<file path="src/rtl/riscv_pkg.sv">
// Shared RISC-V core package: data width, register index type, starvation
// FSM encoding and the buffered MDU result record.
package riscv_pkg;

  localparam int unsigned XLEN       = 64;
  localparam int unsigned REG_IDX_W  = 5;
  localparam int unsigned BUSY_CNT_W = 3;

  typedef logic [REG_IDX_W-1:0] reg_idx_t;

  typedef enum logic [0:0] {
    NORMAL      = 1'b0,
    FORCE_DRAIN = 1'b1
  } starve_state_t;

  typedef struct packed {
    reg_idx_t        rd;
    logic [XLEN-1:0] data;
  } mdu_res_t;

  // True for any architectural register other than x0.
  function automatic logic reg_nz(input reg_idx_t idx);
    return idx != {REG_IDX_W{1'b0}};
  endfunction

endpackage

</file>
<file path="src/rtl/regfile_wb_scheduler_if.sv">
// Bundle of issue, writeback, MDU result and register-file write signals.
// Optional bypass outputs exist only when RF_SCHED_BYPASS_EN is defined.
interface regfile_wb_scheduler_if;
  import riscv_pkg::*;

  logic                  issue_valid;
  reg_idx_t              issue_rs1;
  reg_idx_t              issue_rs2;
  reg_idx_t              issue_rd;
  logic                  issue_long;
  logic                  issue_stall;
  logic                  wb_valid;
  reg_idx_t              wb_rd;
  logic [XLEN-1:0]       wb_data;
  logic                  mdu_res_valid;
  logic                  mdu_res_ready;
  reg_idx_t              mdu_res_rd;
  logic [XLEN-1:0]       mdu_res_data;
  logic                  rf_we;
  reg_idx_t              rf_rd;
  logic [XLEN-1:0]       rf_wdata;
  logic [BUSY_CNT_W-1:0] busy_cnt;

`ifdef RF_SCHED_BYPASS_EN
  logic                  byp1_hit;
  logic                  byp2_hit;
  logic [XLEN-1:0]       byp_data;

  modport master (
    output issue_valid, issue_rs1, issue_rs2, issue_rd, issue_long,
    output wb_valid, wb_rd, wb_data,
    output mdu_res_valid, mdu_res_rd, mdu_res_data,
    input  issue_stall, mdu_res_ready, rf_we, rf_rd, rf_wdata, busy_cnt,
    input  byp1_hit, byp2_hit, byp_data
  );

  modport slave (
    input  issue_valid, issue_rs1, issue_rs2, issue_rd, issue_long,
    input  wb_valid, wb_rd, wb_data,
    input  mdu_res_valid, mdu_res_rd, mdu_res_data,
    output issue_stall, mdu_res_ready, rf_we, rf_rd, rf_wdata, busy_cnt,
    output byp1_hit, byp2_hit, byp_data
  );
`else
  modport master (
    output issue_valid, issue_rs1, issue_rs2, issue_rd, issue_long,
    output wb_valid, wb_rd, wb_data,
    output mdu_res_valid, mdu_res_rd, mdu_res_data,
    input  issue_stall, mdu_res_ready, rf_we, rf_rd, rf_wdata, busy_cnt
  );

  modport slave (
    input  issue_valid, issue_rs1, issue_rs2, issue_rd, issue_long,
    input  wb_valid, wb_rd, wb_data,
    input  mdu_res_valid, mdu_res_rd, mdu_res_data,
    output issue_stall, mdu_res_ready, rf_we, rf_rd, rf_wdata, busy_cnt
  );
`endif

endinterface

</file>
<file path="src/rtl/rf_sched_fifo.sv">
// Small {rd,data} result FIFO. DEPTH must be a power of two; pointers carry
// one extra wrap bit to tell full from empty. Push while full is accepted
// when a pop happens in the same cycle.
module rf_sched_fifo #(
  parameter int unsigned DEPTH = 2,
  parameter int unsigned DW    = 8
) (
  input  logic          clk,
  input  logic          reset,
  input  logic          push_i,
  input  logic          pop_i,
  input  logic [DW-1:0] wdata_i,
  output logic [DW-1:0] rdata_o,
  output logic          full_o,
  output logic          empty_o
);

  localparam int unsigned AW = (DEPTH > 1) ? $clog2(DEPTH) : 1;

  logic [DW-1:0] mem_q [DEPTH];
  logic [AW:0]   wr_ptr_q;
  logic [AW:0]   rd_ptr_q;
  logic          do_push_s;
  logic          do_pop_s;

  assign empty_o   = (wr_ptr_q == rd_ptr_q);
  assign full_o    = (wr_ptr_q[AW] != rd_ptr_q[AW]) &&
                     (wr_ptr_q[AW-1:0] == rd_ptr_q[AW-1:0]);
  assign do_pop_s  = pop_i && !empty_o;
  assign do_push_s = push_i && (!full_o || do_pop_s);
  assign rdata_o   = mem_q[rd_ptr_q[AW-1:0]];

  // Storage array: written at the tail on every accepted push
  always_ff @(posedge clk or posedge reset) begin
    if (reset) begin
      for (int i = 0; i < int'(DEPTH); i++) begin
        mem_q[i] <= '0;
      end
    end else if (do_push_s) begin
      mem_q[wr_ptr_q[AW-1:0]] <= wdata_i;
    end
  end

  // Head/tail pointers, wrapping naturally modulo DEPTH
  always_ff @(posedge clk or posedge reset) begin
    if (reset) begin
      wr_ptr_q <= '0;
      rd_ptr_q <= '0;
    end else begin
      if (do_push_s) begin
        wr_ptr_q <= wr_ptr_q + {{AW{1'b0}}, 1'b1};
      end
      if (do_pop_s) begin
        rd_ptr_q <= rd_ptr_q + {{AW{1'b0}}, 1'b1};
      end
    end
  end

endmodule

</file>
<file path="src/rtl/regfile_wb_scheduler.sv">
// Register-file write-port owner. Pipeline WB has priority on the single
// write port; MDU results are buffered and drained into idle slots. A busy
// scoreboard tracks MDU destinations and stalls issue on RAW/WAW hazards.
// A starvation FSM force-stalls issue when a buffered result waits too long.
// Optional feature macro: RF_SCHED_BYPASS_EN (source bypass from the result
// being written this cycle).
module regfile_wb_scheduler
  import riscv_pkg::*;
#(
  parameter int unsigned MAX_OUT      = 4,
  parameter int unsigned FIFO_DEPTH   = 2,
  parameter int unsigned STARVE_LIMIT = 8
) (
  input logic                   clk,
  input logic                   reset,
  regfile_wb_scheduler_if.slave bus
);

  localparam int unsigned SCW = $clog2(STARVE_LIMIT);
  localparam int unsigned RW  = $bits(mdu_res_t);

  logic [31:0]           busy_q, busy_d, set_mask_s, clr_mask_s;
  logic [BUSY_CNT_W-1:0] cnt_q, cnt_d;
  starve_state_t         state_q, state_d;
  logic [SCW-1:0]        starve_q, starve_d;
  logic [RW-1:0]         push_raw_s, head_raw_s;
  mdu_res_t              head_s;
  logic fifo_full_s, fifo_empty_s, ready_s, push_s, pop_s, wb_sel_s;
  logic head_live_s, head_wr_s, set_s, clr_s, accept_s, stall_s;
  logic hz_rs1_s, hz_rs2_s, hz_rd_s, byp1_s, byp2_s;

  assign push_raw_s  = {bus.mdu_res_rd, bus.mdu_res_data};
  assign head_s      = mdu_res_t'(head_raw_s);
  assign ready_s     = !fifo_full_s && !reset;
  assign push_s      = bus.mdu_res_valid && ready_s;
  assign wb_sel_s    = bus.wb_valid && reg_nz(bus.wb_rd);
  // Head leaves the buffer whenever the pipeline does not claim the port;
  // a head whose rd is not busy (stale or x0) is dropped without a write.
  assign pop_s       = !fifo_empty_s && !wb_sel_s && !reset;
  assign head_live_s = busy_q[head_s.rd] && reg_nz(head_s.rd);
  assign head_wr_s   = pop_s && head_live_s;
  assign accept_s    = bus.issue_valid && !stall_s;
  assign set_s       = accept_s && bus.issue_long && reg_nz(bus.issue_rd);
  assign clr_s       = head_wr_s;

  rf_sched_fifo #(
    .DEPTH (FIFO_DEPTH),
    .DW    (RW)
  ) u_fifo (
    .clk     (clk),
    .reset   (reset),
    .push_i  (push_s),
    .pop_i   (pop_s),
    .wdata_i (push_raw_s),
    .rdata_o (head_raw_s),
    .full_o  (fifo_full_s),
    .empty_o (fifo_empty_s)
  );

`ifdef RF_SCHED_BYPASS_EN
  assign byp1_s       = head_wr_s && (head_s.rd == bus.issue_rs1);
  assign byp2_s       = head_wr_s && (head_s.rd == bus.issue_rs2);
  assign bus.byp1_hit = byp1_s;
  assign bus.byp2_hit = byp2_s;
  assign bus.byp_data = (byp1_s || byp2_s) ? head_s.data : {XLEN{1'b0}};
`else
  assign byp1_s = 1'b0;
  assign byp2_s = 1'b0;
`endif

  // Issue hazard detection and stall generation
  always_comb begin
    hz_rs1_s = busy_q[bus.issue_rs1] && reg_nz(bus.issue_rs1) && !byp1_s;
    hz_rs2_s = busy_q[bus.issue_rs2] && reg_nz(bus.issue_rs2) && !byp2_s;
    hz_rd_s  = busy_q[bus.issue_rd]  && reg_nz(bus.issue_rd);
    if (reset) begin
      stall_s = 1'b1;
    end else if (bus.issue_valid) begin
      stall_s = hz_rs1_s || hz_rs2_s || hz_rd_s ||
                (bus.issue_long && (cnt_q == BUSY_CNT_W'(MAX_OUT))) ||
                (state_q == FORCE_DRAIN);
    end else begin
      stall_s = 1'b0;
    end
  end

  // Write-port arbitration: pipeline WB first, then a live buffered result
  always_comb begin
    bus.rf_we    = 1'b0;
    bus.rf_rd    = {REG_IDX_W{1'b0}};
    bus.rf_wdata = {XLEN{1'b0}};
    if (reset) begin
      bus.rf_we = 1'b0;
    end else if (wb_sel_s) begin
      bus.rf_we    = 1'b1;
      bus.rf_rd    = bus.wb_rd;
      bus.rf_wdata = bus.wb_data;
    end else if (head_wr_s) begin
      bus.rf_we    = 1'b1;
      bus.rf_rd    = head_s.rd;
      bus.rf_wdata = head_s.data;
    end else begin
      bus.rf_we = 1'b0;
    end
  end

  // Scoreboard next state: set is applied after clear so set wins
  always_comb begin
    set_mask_s = set_s ? (32'd1 << bus.issue_rd) : 32'd0;
    clr_mask_s = clr_s ? (32'd1 << head_s.rd) : 32'd0;
    busy_d     = (busy_q & ~clr_mask_s) | set_mask_s;
    case ({set_s, clr_s})
      2'b10:   cnt_d = cnt_q + BUSY_CNT_W'(1);
      2'b01:   cnt_d = cnt_q - BUSY_CNT_W'(1);
      default: cnt_d = cnt_q;
    endcase
  end

  // Starvation FSM next state: count waiting cycles of an unserved head
  always_comb begin
    state_d  = state_q;
    starve_d = starve_q;
    case (state_q)
      NORMAL: begin
        if (pop_s) begin
          starve_d = {SCW{1'b0}};
        end else if (!fifo_empty_s) begin
          if (starve_q == SCW'(STARVE_LIMIT - 1)) begin
            state_d = FORCE_DRAIN;
          end else begin
            starve_d = starve_q + SCW'(1);
          end
        end else begin
          starve_d = {SCW{1'b0}};
        end
      end
      FORCE_DRAIN: begin
        if (pop_s) begin
          state_d  = NORMAL;
          starve_d = {SCW{1'b0}};
        end else begin
          state_d  = FORCE_DRAIN;
        end
      end
      default: begin
        state_d  = NORMAL;
        starve_d = {SCW{1'b0}};
      end
    endcase
  end

  // State registers: scoreboard, in-flight count and starvation FSM
  always_ff @(posedge clk or posedge reset) begin
    if (reset) begin
      busy_q   <= 32'd0;
      cnt_q    <= {BUSY_CNT_W{1'b0}};
      state_q  <= NORMAL;
      starve_q <= {SCW{1'b0}};
    end else begin
      busy_q   <= busy_d;
      cnt_q    <= cnt_d;
      state_q  <= state_d;
      starve_q <= starve_d;
    end
  end

  assign bus.issue_stall   = stall_s;
  assign bus.mdu_res_ready = ready_s;
  assign bus.busy_cnt      = cnt_q;

endmodule

</file>
<file path="src/flat_wrapper.sv">
// flat-port wrapper written by rule: the top's interface ports become plain ports
module regfile_wb_scheduler_flat import riscv_pkg::*;
#(
  parameter int unsigned MAX_OUT      = 4,
  parameter int unsigned FIFO_DEPTH   = 2,
  parameter int unsigned STARVE_LIMIT = 8
)
  (clk, reset, bus_issue_valid, bus_issue_rs1, bus_issue_rs2, bus_issue_rd, bus_issue_long, bus_wb_valid, bus_wb_rd, bus_wb_data, bus_mdu_res_valid, bus_mdu_res_rd, bus_mdu_res_data, bus_issue_stall, bus_mdu_res_ready, bus_rf_we, bus_rf_rd, bus_rf_wdata, bus_busy_cnt);
  regfile_wb_scheduler_if bus_i ();
  input logic clk;
  input logic reset;
  input wire logic [$bits(bus_i.issue_valid)-1:0] bus_issue_valid;
  input wire logic [$bits(bus_i.issue_rs1)-1:0] bus_issue_rs1;
  input wire logic [$bits(bus_i.issue_rs2)-1:0] bus_issue_rs2;
  input wire logic [$bits(bus_i.issue_rd)-1:0] bus_issue_rd;
  input wire logic [$bits(bus_i.issue_long)-1:0] bus_issue_long;
  input wire logic [$bits(bus_i.wb_valid)-1:0] bus_wb_valid;
  input wire logic [$bits(bus_i.wb_rd)-1:0] bus_wb_rd;
  input wire logic [$bits(bus_i.wb_data)-1:0] bus_wb_data;
  input wire logic [$bits(bus_i.mdu_res_valid)-1:0] bus_mdu_res_valid;
  input wire logic [$bits(bus_i.mdu_res_rd)-1:0] bus_mdu_res_rd;
  input wire logic [$bits(bus_i.mdu_res_data)-1:0] bus_mdu_res_data;
  output wire logic [$bits(bus_i.issue_stall)-1:0] bus_issue_stall;
  output wire logic [$bits(bus_i.mdu_res_ready)-1:0] bus_mdu_res_ready;
  output wire logic [$bits(bus_i.rf_we)-1:0] bus_rf_we;
  output wire logic [$bits(bus_i.rf_rd)-1:0] bus_rf_rd;
  output wire logic [$bits(bus_i.rf_wdata)-1:0] bus_rf_wdata;
  output wire logic [$bits(bus_i.busy_cnt)-1:0] bus_busy_cnt;
  assign bus_i.issue_valid = bus_issue_valid;
  assign bus_i.issue_rs1 = bus_issue_rs1;
  assign bus_i.issue_rs2 = bus_issue_rs2;
  assign bus_i.issue_rd = bus_issue_rd;
  assign bus_i.issue_long = bus_issue_long;
  assign bus_i.wb_valid = bus_wb_valid;
  assign bus_i.wb_rd = bus_wb_rd;
  assign bus_i.wb_data = bus_wb_data;
  assign bus_i.mdu_res_valid = bus_mdu_res_valid;
  assign bus_i.mdu_res_rd = bus_mdu_res_rd;
  assign bus_i.mdu_res_data = bus_mdu_res_data;
  assign bus_issue_stall = bus_i.issue_stall;
  assign bus_mdu_res_ready = bus_i.mdu_res_ready;
  assign bus_rf_we = bus_i.rf_we;
  assign bus_rf_rd = bus_i.rf_rd;
  assign bus_rf_wdata = bus_i.rf_wdata;
  assign bus_busy_cnt = bus_i.busy_cnt;
  regfile_wb_scheduler #(.MAX_OUT(MAX_OUT), .FIFO_DEPTH(FIFO_DEPTH), .STARVE_LIMIT(STARVE_LIMIT)) u_core (.clk(clk), .reset(reset), .bus(bus_i));
endmodule
</file>
<file path="config.mk">
export PLATFORM = sky130hd
export DESIGN_NAME = regfile_wb_scheduler_flat
export DESIGN_NICKNAME = d
export VERILOG_FILES = /design/src/rtl/riscv_pkg.sv /design/src/rtl/regfile_wb_scheduler_if.sv /design/src/rtl/rf_sched_fifo.sv /design/src/rtl/regfile_wb_scheduler.sv /design/src/flat_wrapper.sv
export SDC_FILE = /design/constraint.sdc
export NUM_CORES = 1
export LEC_CHECK = 0
export CAP_MARGIN = 15
export CORE_MARGIN = 8
export CORE_UTILIZATION = 55
export DETAILED_ROUTE_END_ITERATION = 16
export GPL_ROUTABILITY_DRIVEN = 0
export MAX_ROUTING_LAYER = met4
export PLACE_DENSITY = 0.86
export SYNTH_ARGS = -nofsm -noshare
export SYNTH_HDL_FRONTEND = slang
export SYNTH_HIERARCHICAL = 1
export SYNTH_SLANG_ARGS = --single-unit
</file>
<file path="constraint.sdc">
create_clock -name clk -period 12.8 [get_ports clk]
set_clock_uncertainty 0.15 [all_clocks]
set_input_delay 2.56 -clock clk [delete_from_list [all_inputs] [get_ports clk]]
set_output_delay 2.56 -clock clk [all_outputs]
set_load 0.01 [all_outputs]
</file>
# After elaboration in Yosys (flattened, before gate mapping)
# Index checks and enable logic that the tools add are counted.
# word_totals
regBits	181
in_bits	159
# op_classes
add_sub_neg	5
magnitude_cmp	7
n_eq_ne	9
n_shift	2
n_mux	38
bitwise_logic	6
n_reduce_logical	35
# ops
op	count
$mux W69	4
$mux W64	3
$bwmux W138	1
$demux W69 S1	1
$mux W32	2
$shl A1 B5 Y32 const A	2
$and A32 B32 Y32	1
$not A32 Y32	1
$or A32 B32 Y32	1
$reduce_bool A5 Y1	5
$lt A5 B6 Y1 const B	4
$bmux W1 S5	4
$logic_and A1 B1 Y1	18
$mux W5	3
$mux W1	13
$mux W3	4
$pmux W3 S2	2
$add A3 B1 Y3 const B	2
$eq A3 B3 Y1 const B	2
$logic_not A1 Y1	5
$logic_or A1 B1 Y1	5
$add A2 B1 Y2 const B	2
$ge A2 B2 Y1 const B	2
$ne A4 B2 Y1 const B	1
13 further kinds	14

# Logic depth before layout (Yosys ltp)
# depth
ltp_word	15
mapped_depth	16

# Modules after synthesis
# Netlist, hierarchy kept.
# by_module_without_submodules
module	n_inst	cells_each	area_per_inst_um2	seq_area_each_um2
rf_sched_fifo	1	397	6221.0	3553.4
regfile_wb_scheduler	1	412	3793.6	950.9

# Least setup slack after synthesis
# Ideal clock, no wire load.
# synth_path
kind	input-to-output
start	in bus_issue_rd[0]
end	out bus_issue_stall
t_arrival_ns	4.494
required_time_ns	10.090
path_slack_ns	5.596
cell_stages	6
path_cell_list	clkbuf_1 mux4_2 mux4_2 a22o_1 clkbuf_1 o22a_1
# synth_between
elab_chain_len	8
# synth_rtl
item	line	source
start, declared	flat_wrapper.sv:15	input wire logic [$bits(bus_i.issue_rd)-1:0] bus_issue_rd;
$bmux W1 S5	regfile_wb_scheduler.sv:75	hz_rd_s = busy_q[bus.issue_rd] && reg_nz(bus.issue_rd);
$mux W1 (implied by the code)	regfile_wb_scheduler.sv:75	
$logic_and A1 B1 Y1 (*)	regfile_wb_scheduler.sv:75	
$logic_or A1 B1 Y1 (*) (2 in series)	regfile_wb_scheduler.sv:79	stall_s = hz_rs1_s || hz_rs2_s || hz_rd_s ||
$logic_or A1 B1 Y1 (*)	regfile_wb_scheduler.sv:80	(bus.issue_long && (cnt_q == BUSY_CNT_W'(MAX_OUT))) ||
$mux W1 (*)	regfile_wb_scheduler.sv:78	end else if (bus.issue_valid) begin
$mux W1 (*)	regfile_wb_scheduler.sv:76	if (reset) begin
end, declared	flat_wrapper.sv:23	output wire logic [$bits(bus_i.issue_stall)-1:0] bus_issue_stall;
# Mark *: on every way between the ends. The rest lies on a longest branch, timed or not. The select of a mux whose other input is x is not followed.

# Worst setup path in the final report
# layout_path
start	in bus_wb_rd[2]
end	out bus_rf_rd[3]
# layout_between
elab_chain_len	9
# layout_rtl
item	line	source
start, declared	flat_wrapper.sv:18	input wire logic [$bits(bus_i.wb_rd)-1:0] bus_wb_rd;
$reduce_bool A5 Y1 (*)	riscv_pkg.sv:23	return idx != {REG_IDX_W{1'b0}};
$logic_and A1 B1 Y1 (*)	regfile_wb_scheduler.sv:36	assign wb_sel_s = bus.wb_valid && reg_nz(bus.wb_rd);
$logic_not A1 Y1	regfile_wb_scheduler.sv:39	assign pop_s = !fifo_empty_s && !wb_sel_s && !reset;
$logic_and A1 B1 Y1 (2 in series)	regfile_wb_scheduler.sv:39	
$logic_and A1 B1 Y1	regfile_wb_scheduler.sv:41	assign head_wr_s = pop_s && head_live_s;
$mux W5	regfile_wb_scheduler.sv:98	end else if (head_wr_s) begin
$mux W5 (*)	regfile_wb_scheduler.sv:94	end else if (wb_sel_s) begin
$mux W5 (*)	regfile_wb_scheduler.sv:92	if (reset) begin
end, declared	flat_wrapper.sv:26	output wire logic [$bits(bus_i.rf_rd)-1:0] bus_rf_rd;
# Mark *: on every way between the ends. The rest lies on a longest branch, timed or not.

==> results.txt <==
The flow ran to the end, and the final reports show no timing, DRC or antenna violations. The fraction of layout cells with a size suffix above 1 is 27.1%. The die width came out at 151 um.

Across every metal layer, demand over resource in global routing totals 25.9%. The number of global-route vias before repair came out at 8107. The number of register bits inferred by synthesis is 180. Derived from the worst setup path, the maximum achievable clock frequency is 0.115 GHz. The final number of hold-violating endpoints came out at 0. The DRC marker count from the first detailed-route iteration is 818. The static leakage is 5.28 nW.

By area the synthesized netlist is led by sky130_fd_sc_hd__dfrtp_1 45%, sky130_fd_sc_hd__mux2_2 22%, sky130_fd_sc_hd__a22o_1 6.1%. The cell family contributing the most delay on the critical path is buffers and inverters. The number of detailed-routing iterations run before antenna repair is 6. The number of instances in the synthesized netlist came out at 809.

On the worst path, the slowest cell contributes a delay of 630 ps. The count of cell types in the netlist came out at 62. Yosys instantiated no cell more often than sky130_fd_sc_hd__mux2_2. The overall power consumption came out at 2.57 mW. The synthesized area divided by synthesized cell count came out at 12.4 sq um. Across the VDD grid, the largest voltage drop is 0.000155 V. Yosys printed 6 warnings. The initial antenna violation count is 2. The worst-case headroom to the max-slew limit came out at 27.9%. The maximum number of pins on one net before global-route repair came out at 91. In the routed design, unresolved DRC markers number 0. The maximum clock path buffer count is 2. The die footprint came out at 22800 sq um.

The number of vias in the routed layout is 7836. The worst slack at placement came out at 4140 ps. The CTS buffer count came out at 17. The wire length of the first global-routing pass came out at 44700 um. Setup repair after global routing left no endpoint under its margin. The critical path data required time came out at 10090 ps.

The number of max-cap violations came out at 0. The overall die height came out at 151 um. In this run the worst hold path is classified as reg2reg.

The layout net count came out at 1171. Among all stages on the critical path, the largest delay is contributed by sky130_fd_sc_hd__buf_4. The remaining global-route overflow came out at 0. The worst path meets setup with 4100 ps of slack. The number of vias per cell came out at 6.25. The critical path data arrival time is 5990 ps. The maximum fanout along the worst path came out at 69.

The layer carrying the most global-route usage is met2. The boundary pin count is 234. Once layout is complete, the cells apart from fillers number 1253. The number of H-tree branching levels came out at 4.

The ratio of final minimum period to clock period came out at 68.0%. TritonCTS built the clock tree. The total area inside the core boundary comes to 17900 sq um.

The met2 global-route usage is 42.5%. The final-layout setup total negative slack came out at 0 ps. The number of enable-type register cells in the synthesized netlist came out at 0. The synthesized design spends more area on one cell type than any other, namely sky130_fd_sc_hd__dfrtp_1.

By count the netlist is led by 195 x sky130_fd_sc_hd__mux2_2, 180 x sky130_fd_sc_hd__dfrtp_1, 70 x sky130_fd_sc_hd__a22o_1. In the synthesized netlist the dominant register cell turns out to be sky130_fd_sc_hd__dfrtp_1. The number of hold buffers added after CTS was 0. Fill cells in the final layout number 1284. Synthesis produced a netlist with a net count of 972.

In this run the power density over the cells is 197 nW/um^2. The routed design could run at a clock period as short as 8700 ps. The cell sitting at the root of the clock tree is a sky130_fd_sc_hd__clkbuf_16.

Of the post-synthesis cell area, the dominant cell type holds 45.0%. The final-report max-slew violation count came out at 0. Traced cell by cell, the critical path runs through clkdlybuf4s50_1 > or4_1 > o21ai_0 > nand2_1 > nor2_4 > buf_4 > a22o_1 > clkdlybuf4s50_1. The wire-length estimate of the detail-placed layout is 19700 um. Once detail routing completed, the nets flagged for antenna violations numbered 0.

The met1 track utilization from global routing is 31.9%. Counting tap cells, the placed design contains a total of 1217 instances. After detailed routing, the average wire length per cell comes to 23.1 um. For met3 alone, demand over resource in global routing was 4.84%. For this design, the sink count on the clock tree is 180. The number of standard-cell rows in the floorplan is 49.

The count of cells resized by post-cts repair is 0. Among the stages of the critical path, the cell type that occurs most often is sky130_fd_sc_hd__clkdlybuf4s50_1. Compared with the post-synthesis result, the final layout area differs by 30.3%. The critical path in this run is classified as in2out. The share of the core filled with cells in the final layout came out at 72.9%. Wires add up to 28900 um. The post-CTS setup buffer count came out at 0. The initial utilization of the core area, before any placement, comes to 55.9%. In the synthesized netlist the async set-or-reset flop fraction comes to 100%. The quantity of I/O buffers inserted on ports is 233. The mapped cell area came out at 10000 sq um.

The worst setup path is captured at an output pin. Clock-pin slew was measured on the worst setup and hold paths at 70 ps. The register area share after synthesis is 45.0%. The clock reaches the later pin of the worst-skew pair after 430 ps. The number of failing setup endpoints in the final timing report is 0. The transition time at the pin with the least slew margin is 1080 ps. The number of buffers and inverters on the critical path is 3. The worst setup path is launched from a primary input.
## final cells by class
type | count | area [sq um] | area share [%]
diodes | 3 | 7.51 | 0.0575
clock buffers | 17 | 425 | 3.26
clock inverters | 15 | 166 | 1.27
inverters | 12 | 50.0 | 0.383
multi-input cells | 554 | 5180 | 39.7
flip-flops and latches | 180 | 4510 | 34.5
well taps | 229 | 287 | 2.19
repair buffers | 243 | 2430 | 18.6
## worst register-to-register path, cell delays in order (launching register included)
cell and delay (ps):
sky130_fd_sc_hd__dfrtp_4 420, sky130_fd_sc_hd__buf_4 780, sky130_fd_sc_hd__mux2_2 590, sky130_fd_sc_hd__mux4_2 460
sky130_fd_sc_hd__mux2i_4 100, sky130_fd_sc_hd__nor2_4 80, sky130_fd_sc_hd__buf_4 630, sky130_fd_sc_hd__ha_1 320
sky130_fd_sc_hd__inv_1 70, sky130_fd_sc_hd__fa_1 390, sky130_fd_sc_hd__xor2_1 150, sky130_fd_sc_hd__nor2_1 120
sky130_fd_sc_hd__xor2_1 150
## layout by cell type (no fill, tap or decap), types with 15 or more instances in the layout
cell                              netlist  final
sky130_fd_sc_hd__a22o_1                70     70
sky130_fd_sc_hd__clkbuf_16              0     17
sky130_fd_sc_hd__clkdlybuf4s50_1        0    233
sky130_fd_sc_hd__dfrtp_1              180    179
sky130_fd_sc_hd__mux2_2               195    195
sky130_fd_sc_hd__mux2i_1               15     15
sky130_fd_sc_hd__mux4_2                22     22
sky130_fd_sc_hd__nand3_1               23     23
sky130_fd_sc_hd__nor2_1                20     19
sky130_fd_sc_hd__o21ai_0               42     42
sky130_fd_sc_hd__o31ai_1               18     18
## sequential cells by signal, summed over array words and instances, names as in the netlist
register,flops
u_core/bus.busy_cnt,3
u_core/busy_q,31
u_core/starve_q,3
u_core/state_q,1
u_core/u_fifo/mem_q,138
u_core/u_fifo/rd_ptr_q,2
u_core/u_fifo/wr_ptr_q,2
## cells by family (layout without fill, tap and decap cells)
group / count (synthesis) / after routing / synth area share, %
XOR/XNOR: 6 / 6 / 0.600
AND/OR/NAND/NOR: 118 / 118 / 6.42
AO/OA/AOI/OAI: 172 / 172 / 12.6
adder cells (fa/ha/maj): 4 / 4 / 0.575
buffers and inverters: 75 / 287 / 3.54
multiplexers: 254 / 254 / 31.3
other: 0 / 3 / 0
flip-flops: 180 / 180 / 45.0
## final timing paths
| check | startpoint | endpoint | slack [ps] | cells after the start |
|---|---|---|---|---|
| max in group asynchronous | reset | u_core/u_fifo/mem_q[26] | 8660 | 4 |
| setup reg to reg | u_core/u_fifo/rd_ptr_q[0] | u_core/bus.busy_cnt[2] | 8320 | 12 |
| hold / removal | u_core/u_fifo/mem_q[69] | u_core/u_fifo/mem_q[69] | 340 | 1 |
| min in group asynchronous | reset | u_core/u_fifo/wr_ptr_q[0] | 2660 | 2 |
| hold reg to reg | u_core/u_fifo/mem_q[69] | u_core/u_fifo/mem_q[69] | 340 | 1 |
| setup / recovery | bus_wb_rd[2] | bus_rf_rd[3] | 4100 | 8 |
## metrics by stage
step | hold WS, ps | instance area (sq um)
final | 338 | 13100
after global routing | 354 | 13100
after CTS | 341 | 13000
after detailed placement | 326 | 12400
after global placement | 316 | 12400
after floorplan | 304 | 10000
## report_power, final
part | internal (mW) | switching [mW] | leakage, nW
clock | 0.278 | 0.242 | 0.285
combinational | 0.592 | 0.485 | 2.79
sequential | 0.821 | 0.148 | 2.21
total | 1.69 | 0.875 | 5.28
## routing by layer
| metal | part of all wire (%) | routed length [um] |
|---|---|---|
| met3 | 7.4 | 2130 |
| met1 | 39 | 11300 |
| met5 | 0 | 0 |
| met2 | 51 | 14800 |
| met4 | 2.5 | 711 |
Note: power is estimated with default switching activity, not from simulation.
